--- src/rtl/timer1_io_controller.sv ---
// CPU I/O decode, shared TEMP byte and interrupt arbitration for the Timer1 block.
// Every output is registered; the timer sees write pulses one cycle after the CPU strobe.
module timer1_io_controller #(
  parameter int ADDR_W    = 6,
  parameter int VEC_COMPA = 7,
  parameter int VEC_OVF   = 9
) (
  input  logic              sysClock,
  input  logic              rst_n,
  input  logic [ADDR_W-1:0] io_addr,
  input  logic [7:0]        io_wdata,
  input  logic              io_we,
  input  logic              io_re,
  output logic [7:0]        io_rdata,
  input  logic              sreg_i,
  input  logic              irq_ack,
  output logic              irq_req,
  output logic [4:0]        irq_vector,
  input  logic [7:0]        TCNT1H_output,
  input  logic [7:0]        TCNT1L_output,
  input  logic [7:0]        OCR1AH_output,
  input  logic [7:0]        OCR1AL_output,
  input  logic [7:0]        TCCR_output,
  input  logic [7:0]        TIMSK_output,
  input  logic [7:0]        TIFR_output,
  output logic [7:0]        TCNT1H_input,
  output logic [7:0]        TCNT1L_input,
  output logic [7:0]        OCR1AH_input,
  output logic [7:0]        OCR1AL_input,
  output logic [7:0]        TCCR_input,
  output logic [7:0]        TIMSK_input,
  output logic [7:0]        TIFR_input,
  output logic              TCNT_write_enable,
  output logic              OCR_write_enable,
  output logic              TCCR_write_enable,
  output logic              TIMSK_write_enable,
  output logic              TIFR_write_enable
);

  localparam logic [ADDR_W-1:0] A_OCR1AL = ADDR_W'('h2A);
  localparam logic [ADDR_W-1:0] A_OCR1AH = ADDR_W'('h2B);
  localparam logic [ADDR_W-1:0] A_TCNT1L = ADDR_W'('h2C);
  localparam logic [ADDR_W-1:0] A_TCNT1H = ADDR_W'('h2D);
  localparam logic [ADDR_W-1:0] A_TCCR1  = ADDR_W'('h2E);
  localparam logic [ADDR_W-1:0] A_TIFR   = ADDR_W'('h38);
  localparam logic [ADDR_W-1:0] A_TIMSK  = ADDR_W'('h39);

  localparam logic [7:0] BIT_COMPA = 8'h10;
  localparam logic [7:0] BIT_OVF   = 8'h04;

  typedef enum logic [1:0] {S_IDLE, S_REQ, S_CLEAR} state_t;

  state_t     state_q, state_d;
  logic       src_q, src_d;          // 1 = compare-match A, 0 = overflow
  logic       irq_req_q, irq_req_d;
  logic [4:0] irq_vec_q, irq_vec_d;
  logic [7:0] temp_q, temp_d;
  logic [7:0] rdata_q, rdata_d;
  logic [7:0] tcnt_h_q, tcnt_h_d, tcnt_l_q, tcnt_l_d;
  logic [7:0] ocr_h_q, ocr_h_d, ocr_l_q, ocr_l_d;
  logic [7:0] tccr_q, tccr_d, timsk_q, timsk_d, tifr_q, tifr_d;
  logic       tcnt_we_q, tcnt_we_d, ocr_we_q, ocr_we_d, tccr_we_q, tccr_we_d;
  logic       timsk_we_q, timsk_we_d, tifr_we_q, tifr_we_d;

  logic       compa_pend, ovf_pend, src_pend;
  logic       cpu_tifr_wr, fsm_tifr_wr;
  logic [7:0] cpu_tifr_clr, fsm_tifr_clr;

  assign compa_pend = TIFR_output[4] & TIMSK_output[4];
  assign ovf_pend   = TIFR_output[2] & TIMSK_output[2];
  assign src_pend   = src_q ? compa_pend : ovf_pend;

  always_comb begin
    state_d      = state_q;
    src_d        = src_q;
    irq_req_d    = irq_req_q;
    irq_vec_d    = irq_vec_q;
    temp_d       = temp_q;
    rdata_d      = rdata_q;
    tcnt_h_d     = tcnt_h_q;
    tcnt_l_d     = tcnt_l_q;
    ocr_h_d      = ocr_h_q;
    ocr_l_d      = ocr_l_q;
    tccr_d       = tccr_q;
    timsk_d      = timsk_q;
    tifr_d       = tifr_q;
    tcnt_we_d    = 1'b0;
    ocr_we_d     = 1'b0;
    tccr_we_d    = 1'b0;
    timsk_we_d   = 1'b0;
    tifr_we_d    = 1'b0;
    cpu_tifr_wr  = 1'b0;
    cpu_tifr_clr = 8'h00;
    fsm_tifr_wr  = 1'b0;
    fsm_tifr_clr = 8'h00;

    if (io_we) begin
      case (io_addr)
        A_TCNT1H, A_OCR1AH: temp_d = io_wdata;
        A_TCNT1L: begin
          tcnt_h_d  = temp_q;
          tcnt_l_d  = io_wdata;
          tcnt_we_d = 1'b1;
        end
        A_OCR1AL: begin
          ocr_h_d  = temp_q;
          ocr_l_d  = io_wdata;
          ocr_we_d = 1'b1;
        end
        A_TCCR1: begin
          tccr_d    = io_wdata;
          tccr_we_d = 1'b1;
        end
        A_TIMSK: begin
          timsk_d    = io_wdata;
          timsk_we_d = 1'b1;
        end
        A_TIFR: begin
          cpu_tifr_wr  = 1'b1;
          cpu_tifr_clr = io_wdata;
        end
        default: ;
      endcase
    end

    // A write wins over a simultaneous read; the read data bus returns zero.
    if (io_we && io_re) begin
      rdata_d = 8'h00;
    end else if (io_re) begin
      case (io_addr)
        A_TCNT1L: begin
          rdata_d = TCNT1L_output;
          temp_d  = TCNT1H_output;
        end
        A_TCNT1H: rdata_d = temp_q;
        A_OCR1AL: rdata_d = OCR1AL_output;
        A_OCR1AH: rdata_d = OCR1AH_output;
        A_TCCR1:  rdata_d = TCCR_output;
        A_TIFR:   rdata_d = TIFR_output;
        A_TIMSK:  rdata_d = TIMSK_output;
        default:  rdata_d = 8'h00;
      endcase
    end

    case (state_q)
      S_IDLE: begin
        // Hold off while a TIFR write is still in flight: TIFR_output is stale
        // until the timer has absorbed it, and would re-raise the cleared source.
        if (sreg_i && (compa_pend || ovf_pend) && !tifr_we_q) begin
          src_d     = compa_pend;
          irq_vec_d = compa_pend ? 5'(VEC_COMPA) : 5'(VEC_OVF);
          irq_req_d = 1'b1;
          state_d   = S_REQ;
        end
      end
      S_REQ: begin
        if (irq_ack) begin
          irq_req_d = 1'b0;
          state_d   = S_CLEAR;
        end else if (!src_pend) begin
          irq_req_d = 1'b0;
          state_d   = S_IDLE;
        end
      end
      S_CLEAR: begin
        fsm_tifr_wr  = 1'b1;
        fsm_tifr_clr = src_q ? BIT_COMPA : BIT_OVF;
        state_d      = S_IDLE;
      end
      default: state_d = S_IDLE;
    endcase

    // CPU and controller clears merge into one write-one-to-clear update.
    if (cpu_tifr_wr || fsm_tifr_wr) begin
      tifr_d    = TIFR_output & ~cpu_tifr_clr & ~fsm_tifr_clr;
      tifr_we_d = 1'b1;
    end
  end

  always_ff @(posedge sysClock or negedge rst_n) begin
    if (!rst_n) begin
      state_q    <= S_IDLE;
      src_q      <= 1'b0;
      irq_req_q  <= 1'b0;
      irq_vec_q  <= 5'd0;
      temp_q     <= 8'h00;
      rdata_q    <= 8'h00;
      tcnt_h_q   <= 8'h00;
      tcnt_l_q   <= 8'h00;
      ocr_h_q    <= 8'h00;
      ocr_l_q    <= 8'h00;
      tccr_q     <= 8'h00;
      timsk_q    <= 8'h00;
      tifr_q     <= 8'h00;
      tcnt_we_q  <= 1'b0;
      ocr_we_q   <= 1'b0;
      tccr_we_q  <= 1'b0;
      timsk_we_q <= 1'b0;
      tifr_we_q  <= 1'b0;
    end else begin
      state_q    <= state_d;
      src_q      <= src_d;
      irq_req_q  <= irq_req_d;
      irq_vec_q  <= irq_vec_d;
      temp_q     <= temp_d;
      rdata_q    <= rdata_d;
      tcnt_h_q   <= tcnt_h_d;
      tcnt_l_q   <= tcnt_l_d;
      ocr_h_q    <= ocr_h_d;
      ocr_l_q    <= ocr_l_d;
      tccr_q     <= tccr_d;
      timsk_q    <= timsk_d;
      tifr_q     <= tifr_d;
      tcnt_we_q  <= tcnt_we_d;
      ocr_we_q   <= ocr_we_d;
      tccr_we_q  <= tccr_we_d;
      timsk_we_q <= timsk_we_d;
      tifr_we_q  <= tifr_we_d;
    end
  end

  assign io_rdata           = rdata_q;
  assign irq_req            = irq_req_q;
  assign irq_vector         = irq_vec_q;
  assign TCNT1H_input       = tcnt_h_q;
  assign TCNT1L_input       = tcnt_l_q;
  assign OCR1AH_input       = ocr_h_q;
  assign OCR1AL_input       = ocr_l_q;
  assign TCCR_input         = tccr_q;
  assign TIMSK_input        = timsk_q;
  assign TIFR_input         = tifr_q;
  assign TCNT_write_enable  = tcnt_we_q;
  assign OCR_write_enable   = ocr_we_q;
  assign TCCR_write_enable  = tccr_we_q;
  assign TIMSK_write_enable = timsk_we_q;
  assign TIFR_write_enable  = tifr_we_q;

endmodule

--- config.mk ---
export PLATFORM = sky130hd
export DESIGN_NAME = timer1_io_controller
export DESIGN_NICKNAME = d
export VERILOG_FILES = /design/src/rtl/timer1_io_controller.sv
export SDC_FILE = /design/constraint.sdc
export NUM_CORES = 1
export LEC_CHECK = 0
export ABC_CLOCK_PERIOD_IN_PS = 1500
export CORE_MARGIN = 8
export CORE_UTILIZATION = 44
export DETAILED_ROUTE_END_ITERATION = 10
export GPL_ROUTABILITY_DRIVEN = 1
export PLACE_DENSITY = 0.8
export SKIP_CTS_REPAIR_TIMING = 1
export SYNTH_ARGS = -nofsm -noshare
export SYNTH_HDL_FRONTEND = slang
export SYNTH_SLANG_ARGS = --single-unit
--- constraint.sdc ---
create_clock -name sysClock -period 1.5 [get_ports sysClock]
set_input_delay 0.375 -clock sysClock [delete_from_list [all_inputs] [get_ports sysClock]]
set_output_delay 0.375 -clock sysClock [all_outputs]
set_load 0.005 [all_outputs]
# After elaboration in Yosys (flattened, before gate mapping)
# Index checks and enable logic that the tools add are counted.
[classes]
eq_ne = 11
n_mux = 34
bitwise = 6
n_reduce_logical = 17
[op_table]
columns = ["operator", "count"]
rows = [
  ["two-way mux 8 bit", 9],
  ["case mux 8 bit (7 select lines)", 1],
  ["== test 6 bit, second input constant", 7],
  ["bitwise AND 8 bit", 2],
  ["two-way mux 1 bit", 16],
  ["NOT 8 bit", 2],
  ["AND reduction 2 bit", 6],
  ["two-way mux 5 bit", 2],
  ["two-way mux 2 bit", 3],
  ["two-way mux 4 bit", 1],
  ["case mux 2 bit (2 select lines)", 1],
  ["nonzero test 2 bit", 2],
  ["logical AND 1 bit", 3],
  ["!= test 3 bit, second input constant", 1],
  ["AND reduction 3 bit", 1],
  ["bitwise AND 1 bit", 2],
  ["== test 2 x 1 -> 1 bit, second input constant", 1],
  ["== test 2 bit, second input constant", 1],
  ["zero test 2 bit", 1],
  ["logical OR 1 bit", 2],
  ["!= test 2 bit, second input constant", 1],
  ["case mux 1 bit (2 select lines)", 1],
  ["OR reduction 2 bit", 1],
  ["zero test 1 bit", 1],
]
[word_totals]
register_bits = 86
in_bits = 76
elab_cells = 86

# Longest topological paths before layout
# Gate-level depths: netlist of the first run.
[logic_depth]
depth_word = 7
ltp_mapped = 7
ltp_nobuf = 4

# Worst setup path before layout of the first run
# No wires, ideal clock.
[synth_path]
path_type = "input port to flip-flop"
from = "input port io_addr[2]"
to = "register tcnt_h_q[0], in the netlist TCNT1H_input[0]"
setup_ns = 0.127
arrival_ns = 1.665
required_ns = 1.373
setup_slack_ns = -0.292
path_stages = 7
path_buffers = 3
path_cell_list = "buf_2 > nand2b_1 > or2_1 > buf_2 > nor2_8 > buf_6 > mux2_1"
[synth_via]
elab_chain_len = 2
[synth_rtl]
columns = ["item", "line", "text"]
rows = [
  ["start: declaration", "10", "input logic [ADDR_W-1:0] io_addr,"],
  ["== test 6 bit", "98", "case (io_addr)"],
  ["AND reduction 2 bit (no line)", "-", ""],
  ["end signal: assignment", "207", "tcnt_h_q <= tcnt_h_d;"],
  ["end: declaration", "59", "logic [7:0] tcnt_h_q, tcnt_h_d, tcnt_l_q, tcnt_l_d;"],
]
# Every way passes these cells.
# A chain may end at the register's enable or synchronous reset.

# Worst setup path after layout of the first run
[layout_path]
from = "input port io_re"
to = "register temp_q[3]"
[layout_via]
elab_chain_len = 2
elab_cells_between_ends = 3
cone_classes = "mux: 2; reduce/logical: 1"
[layout_rtl]
columns = ["item", "line", "text"]
rows = [
  ["start: declaration", "13", "input logic io_re,"],
  ["two-way mux 8 bit / logical AND 1 bit (equally long branches)", "129, 127", ""],
  ["two-way mux 8 bit *", "127", "if (io_we && io_re) begin"],
  ["net temp_d[3]", "57", "logic [7:0] temp_q, temp_d;"],
  ["end signal: assignment", "205", "temp_q <= temp_d;"],
  ["end: declaration", "57", ""],
]
# Mark *: on every way through the listed nets, which the timed path passes. The rest lies on a longest branch.

==> metrics.txt, run 1 <==
slowest stage delay, CP 0.56 ns; clk slew on worst S/H paths 0.10 ns; Min Clock Period, post-route 1.44 ns; Placer Congestion 0.904; Synth Net Count 403; FF-to-FF End irq_req$_DFFE_PN0P_; GRT overflow 0; status completed; vias 3469; maximum clock frequency 696 MHz; Antenna Violating Nets Remaining 0; Setup Skew 0.00937 ns; delay-heaviest family, CP buffers and inverters; Max Cap Viol 0; peak supply drop 745 uV; Critical Path End Type flip-flop; vias per std cell 5.45; register bit total from synthesis 83; routed len/inst 21.3 um; Final nets 600; post-synthesis sequential area ratio 0.521; diode count 0; die area 0.0124 sq mm; critical path fanouts, max 8; final-report setup violation count 0; I/O Pins 151; first-pass GRT wire length 20400 um; post-layout util 0.749; final WL 13500 um; final number of max-transition violations 0; area delta synth->final 64.5%; reg2reg start irq_vector[2]$_DFFE_PN0P_; Die Height 111 um; RSZ-0062 raised after global routing false; CTS tree yes; initial antenna violation count 0; most common cell after layout, fill and taps aside dfrtp_1; Worst Hold Class in2async; post-DP HPWL 10200 um; Sink Count 83; vias in the first global route 3699; Critical Path, Cell by Cell clkdlybuf4s50_1 > nand2b_4 > nor4_4 > buf_4 > nor2_4 > a21o_1; starting density of the core 0.455; Gate Count Post-Synth 327; Rows 34; Reg2Reg Setup Slack 0.16 ns; Post-synth EDFFs 0; Avg Inst Size Synth 12.2 sq um; slowest CP cell clkdlybuf4s50_1; most frequent cells in the layout dfrtp_1, dlymetal6s2s_1, clkdlybuf4s50_1; pwr/cell area 903 mW/mm^2; die width 111 um; startpoint types primary input; Port Buffers 149; DR pass1 iterations 4; clk_lat worst skew 0.37 ns; setup TNS 0 ns; largest net degree at the start of global routing 32; Worst Path Arrival 1.70 ns; CP required 1.76 ns; post-synthesis async set-or-reset flop share 1.00; Worst Path Class, Setup in2reg; reg2reg path depth 6; DRT iter0 DRCs 136; cell area after synthesis 0.00399 sq mm; core area 0.00876 sq mm; CTS Buf Count 9; Hold Vio Cnt, Final 0; # DRC 0; Primary FF master, synth dfrtp_1; LEAKAGE 4.13 nW; GRT Overall Usage 0.207; synthesis warning total 0; number of H-tree levels 3; clk buf depth 2; critical path buffer and inverter count 2; Root Buffer clkbuf_8; share of layout cells above drive strength 1 0.278; Final period util 0.958; Cell variety after synth 46
Yosys cell counts, types with 8 or more instances:
| library cell | count | area (sq um) |
|---|---|---|
| a22o_1 | 16 | 140 |
| nor4_1 | 9 | 56.3 |
| buf_2 | 8 | 40.0 |
| nand2b_1 | 9 | 56.3 |
| nand3b_1 | 12 | 90.1 |
| a21o_1 | 11 | 82.6 |
| dfrtp_1 | 83 | 2080 |
| mux2i_1 | 17 | 170 |
| nor3_1 | 11 | 55.1 |
| nand2_1 | 12 | 45.0 |
| mux2_1 | 9 | 101 |
| inv_1 | 14 | 52.6 |
| mux2_2 | 40 | 450 |
registers in the layout, indices dropped and copies added, names as in the netlist, 3 cells and up:
| signal | cells |
|---|---|
| TCNT1H_input | 8 |
| io_rdata | 8 |
| TIFR_input | 8 |
| OCR1AL_input | 8 |
| TIMSK_input | 8 |
| OCR1AH_input | 8 |
| temp_q | 8 |
| TCCR_input | 8 |
| TCNT1L_input | 8 |
| irq_vector | 3 |
cell families after synthesis:
kind of cell / count (synthesis) / synth area share
DFF: 83 / 0.521
xor gates and xnor gates: 1 / 0.00220
other: 1 / 0.000940
AOI/OAI and AO/OA: 64 / 0.120
and+or+nand+nor: 78 / 0.130
buffers and inverters: 34 / 0.0458
muxes: 66 / 0.181
routing by layer:
metal  routed length (um)  vias up  part of all wire  GRT usage
met1                 5570     1730              0.41      0.247
met3                 1160       18             0.086     0.0806
met2                 6610      130              0.49      0.334
li1                     -     1591                 -          -
met5                    0        -                 0          0
met4                  201        0             0.015     0.0676
through the flow:
step                setup WS (ns)  power, W  instances  hold WS, ns  area (sq um)
floorplan                  -0.200   0.00332        327       0.0794          4110
global placement           -0.668   0.00433        610        0.336          5980
detailed placement         -0.749   0.00438        610        0.342          5980
CTS                        -0.342   0.00600        626      -0.0723          6170
global route               0.0297   0.00617        637        0.497          6560
finish                     0.0624   0.00593        637        0.472          6560
layout make-up:
cell class	count	area, sq um
Clock buffer	9	124
Multi-Input combinational cell	210	1890
Tap cell	108	135
Timing Repair Buffer	206	2210
Clock inverter	7	67.6
Fill cell	586	2200
Inverter	14	52.6
Sequential cell	83	2080
how the worst max path moves through the flow:
stage,start,to,cells after the start
2_1_floorplan,io_addr[0],TIFR_input[0]$_DFFE_PN0P_,7
3_3_place_gp,io_addr[2],temp_q[2]$_DFF_PN0_,6
3_5_place_dp,io_addr[2],temp_q[0]$_DFF_PN0_,6
4_1_cts,io_addr[2],temp_q[3]$_DFF_PN0_,6
5_1_grt,io_re,temp_q[3]$_DFF_PN0_,6
6_report,io_re,temp_q[3]$_DFF_PN0_,6
where the power goes:
group / leakage [nW] / internal (W) / switching (W)
registers: 1.10 / 0.00255 / 0.000213
logic: 2.93 / 0.000989 / 0.000565
clock network: 0.0958 / 0.000648 / 0.000963
total: 4.13 / 0.00419 / 0.00174
Note: power is estimated with default switching activity, not from simulation.
==> run 2: changes to the inputs <==
==> constraint.sdc (replaced) <==
create_clock -name sysClock -period 1.5 [get_ports sysClock]
set_input_delay 0.225 -clock sysClock [delete_from_list [all_inputs] [get_ports sysClock]]
set_output_delay 0.225 -clock sysClock [all_outputs]
set_load 0.005 [all_outputs]
==> run 2 against run 1 <==
- the run now ends with setup timing left
- design area decreased by 1.0%
- cell count decreased by 0.47%
- clock-buffer cell count increased by 1
- highest routed layer is now met5
- hold slack got worse by 0.20 ns
- critical endpoint is now TCNT1H_input[3]
- worst setup slack got worse by 0.063 ns
- largest power group unchanged
==> metrics.txt, run 2 (synthesis results as in run 1) <==
slowest stage delay, CP 0.53 ns; GRT Overall Usage 0.205; CTS tree yes; reg2reg path depth 5; Max Cap Viol 0; clock network fraction of design power 0.285; first-pass GRT wire length 20500 um; maximum clock frequency 667 MHz; I/O Pins 151; reg2reg start state_q[0]$_DFFE_PN0P_; slowest CP cell clkdlybuf4s50_1; pwr/cell area 930 mW/mm^2; die area 0.0124 sq mm; design area 0.00649 sq mm; Sw Share 0.276; Flop pwr share 0.460; delay-heaviest family, CP buffers and inverters; Antenna Violating Nets Remaining 0; Pint 0.00437 W; setup TNS -0.000227 ns; Min Clock Period, post-route 1.50 ns; final WL 13800 um; vias 3515; Final period util 1.00; die width 111 um; startpoint types flip-flop; initial antenna violation count 1; Reg2Reg Setup Slack 0.13 ns; clk slew on worst S/H paths 0.10 ns; Setup Skew 0.00702 ns; Die Height 111 um; Worst Path Class, Setup reg2out; CTS Buf Count 9; failing checks setup timing; Rows 34; most common cell after layout, fill and taps aside clkdlybuf4s50_1; sw power 0.00166 W; DR pass1 iterations 4; status complete, but fails checks; dpl ws -0.547 ns; number of H-tree levels 3; share of layout cells above drive strength 1 0.276; GRT overflow 0; area delta synth->final 62.8%; routed len/inst 21.8 um; post-DP HPWL 10000 um; critical path buffer and inverter count 1; DRT iter0 DRCs 237; final-report setup violation count 1; starting density of the core 0.455; WP depth 1; Worst Path Arrival 1.28 ns; post-layout util 0.741; Root Buffer clkbuf_8; Final nets 597; worst setup margin -0.000227 ns; largest net degree at the start of global routing 27; Worst Hold Class in2async; CP required 1.27 ns; Post-DP Area 0.00591 sq mm; Placer Congestion 0.890; Hold Vio Cnt, Final 0; core area 0.00876 sq mm; Logic pwr share 0.256; # DRC 0; Critical Path, Cell by Cell clkdlybuf4s50_1; vias per std cell 5.54; Power, Total 0.00604 W; clk buf depth 2; most frequent cells in the layout clkdlybuf4s50_1, dfrtp_1, mux2_2; critical path fanouts, max 2; Sink Count 83; Port Buffers 149; diode count 0; FF-to-FF End TIFR_input[4]$_DFFE_PN0P_; LEAKAGE 3.41 nW; clk_lat worst skew 0.36 ns; peak supply drop 621 uV; vias in the first global route 3769; Critical Path End Type primary output; final number of max-transition violations 0
run 2: cell types whose count changed in the layout (fill, tap and decap cells not counted), sizes merged:
cell | before | now
dlymetal6s2s | 81 | 36
buf | 57 | 52
bufinv | 0 | 1
clkbuf | 9 | 12
inv | 18 | 16
clkdlybuf4s50 | 67 | 112
run 2: metal layers:
| metal | wire length, um | vias up | GRT usage |
|---|---|---|---|
| met2 | 6810 | 137 | 0.330 |
| met5 | 16 | - | 0 |
| met4 | 272 | 2 | 0.0640 |
| met1 | 5550 | 1760 | 0.246 |
| met3 | 1160 | 25 | 0.0779 |
| li1 | - | 1591 | - |
run 2: how the worst max path moves through the flow:
| stage | start | endpoint |
|---|---|---|
| 2_1_floorplan | io_addr[0] | TIFR_input[0]$_DFFE_PN0P_ |
| 3_3_place_gp | io_addr[4] | TCNT1H_input[7]$_DFFE_PN0P_ |
| 3_5_place_dp | io_addr[4] | io_rdata[7]$_DFFE_PN0P_ |
| 4_1_cts | io_addr[4] | io_rdata[7]$_DFFE_PN0P_ |
| 5_1_grt | TCNT1H_input[3]$_DFFE_PN0P_ | TCNT1H_input[3] |
| 6_report | TCNT1H_input[3]$_DFFE_PN0P_ | TCNT1H_input[3] |
run 2: cell type report:
| type | instances | area [sq um] |
|---|---|---|
| Clock buffer | 10 | 138 |
| Clock inverter | 6 | 71.3 |
| Fill cell | 590 | 2270 |
| Inverter | 14 | 52.6 |
| Multi-Input combinational cell | 210 | 1880 |
| Sequential cell | 83 | 2080 |
| Tap cell | 108 | 135 |
| Timing Repair Buffer | 203 | 2140 |
run 2: power by group through the flow:
stage          Sequential, W  Clock [W]  Combinational [W]
3_5_place_dp         0.00282          0            0.00150
2_1_floorplan        0.00279          0           0.000494
3_3_place_gp         0.00280          0            0.00148
6_report             0.00277    0.00172            0.00154
4_1_cts              0.00278    0.00173            0.00152
5_1_grt              0.00281    0.00183            0.00166
run 2: worst register-to-register path, stage by stage, from the launching register on:
cell     delay (ns)
dfrtp_1        0.43
nor2b_1        0.29
o31ai_4        0.12
buf_4          0.18
o22ai_1        0.16
a22o_1         0.14
run 2: metrics by stage:
stage,std cells,hold WS (ns)
floorplan,327,-0.0706
detailed placement,607,0.126
global route,634,0.292
global placement,607,0.123
CTS,623,-0.266
finish,634,0.275
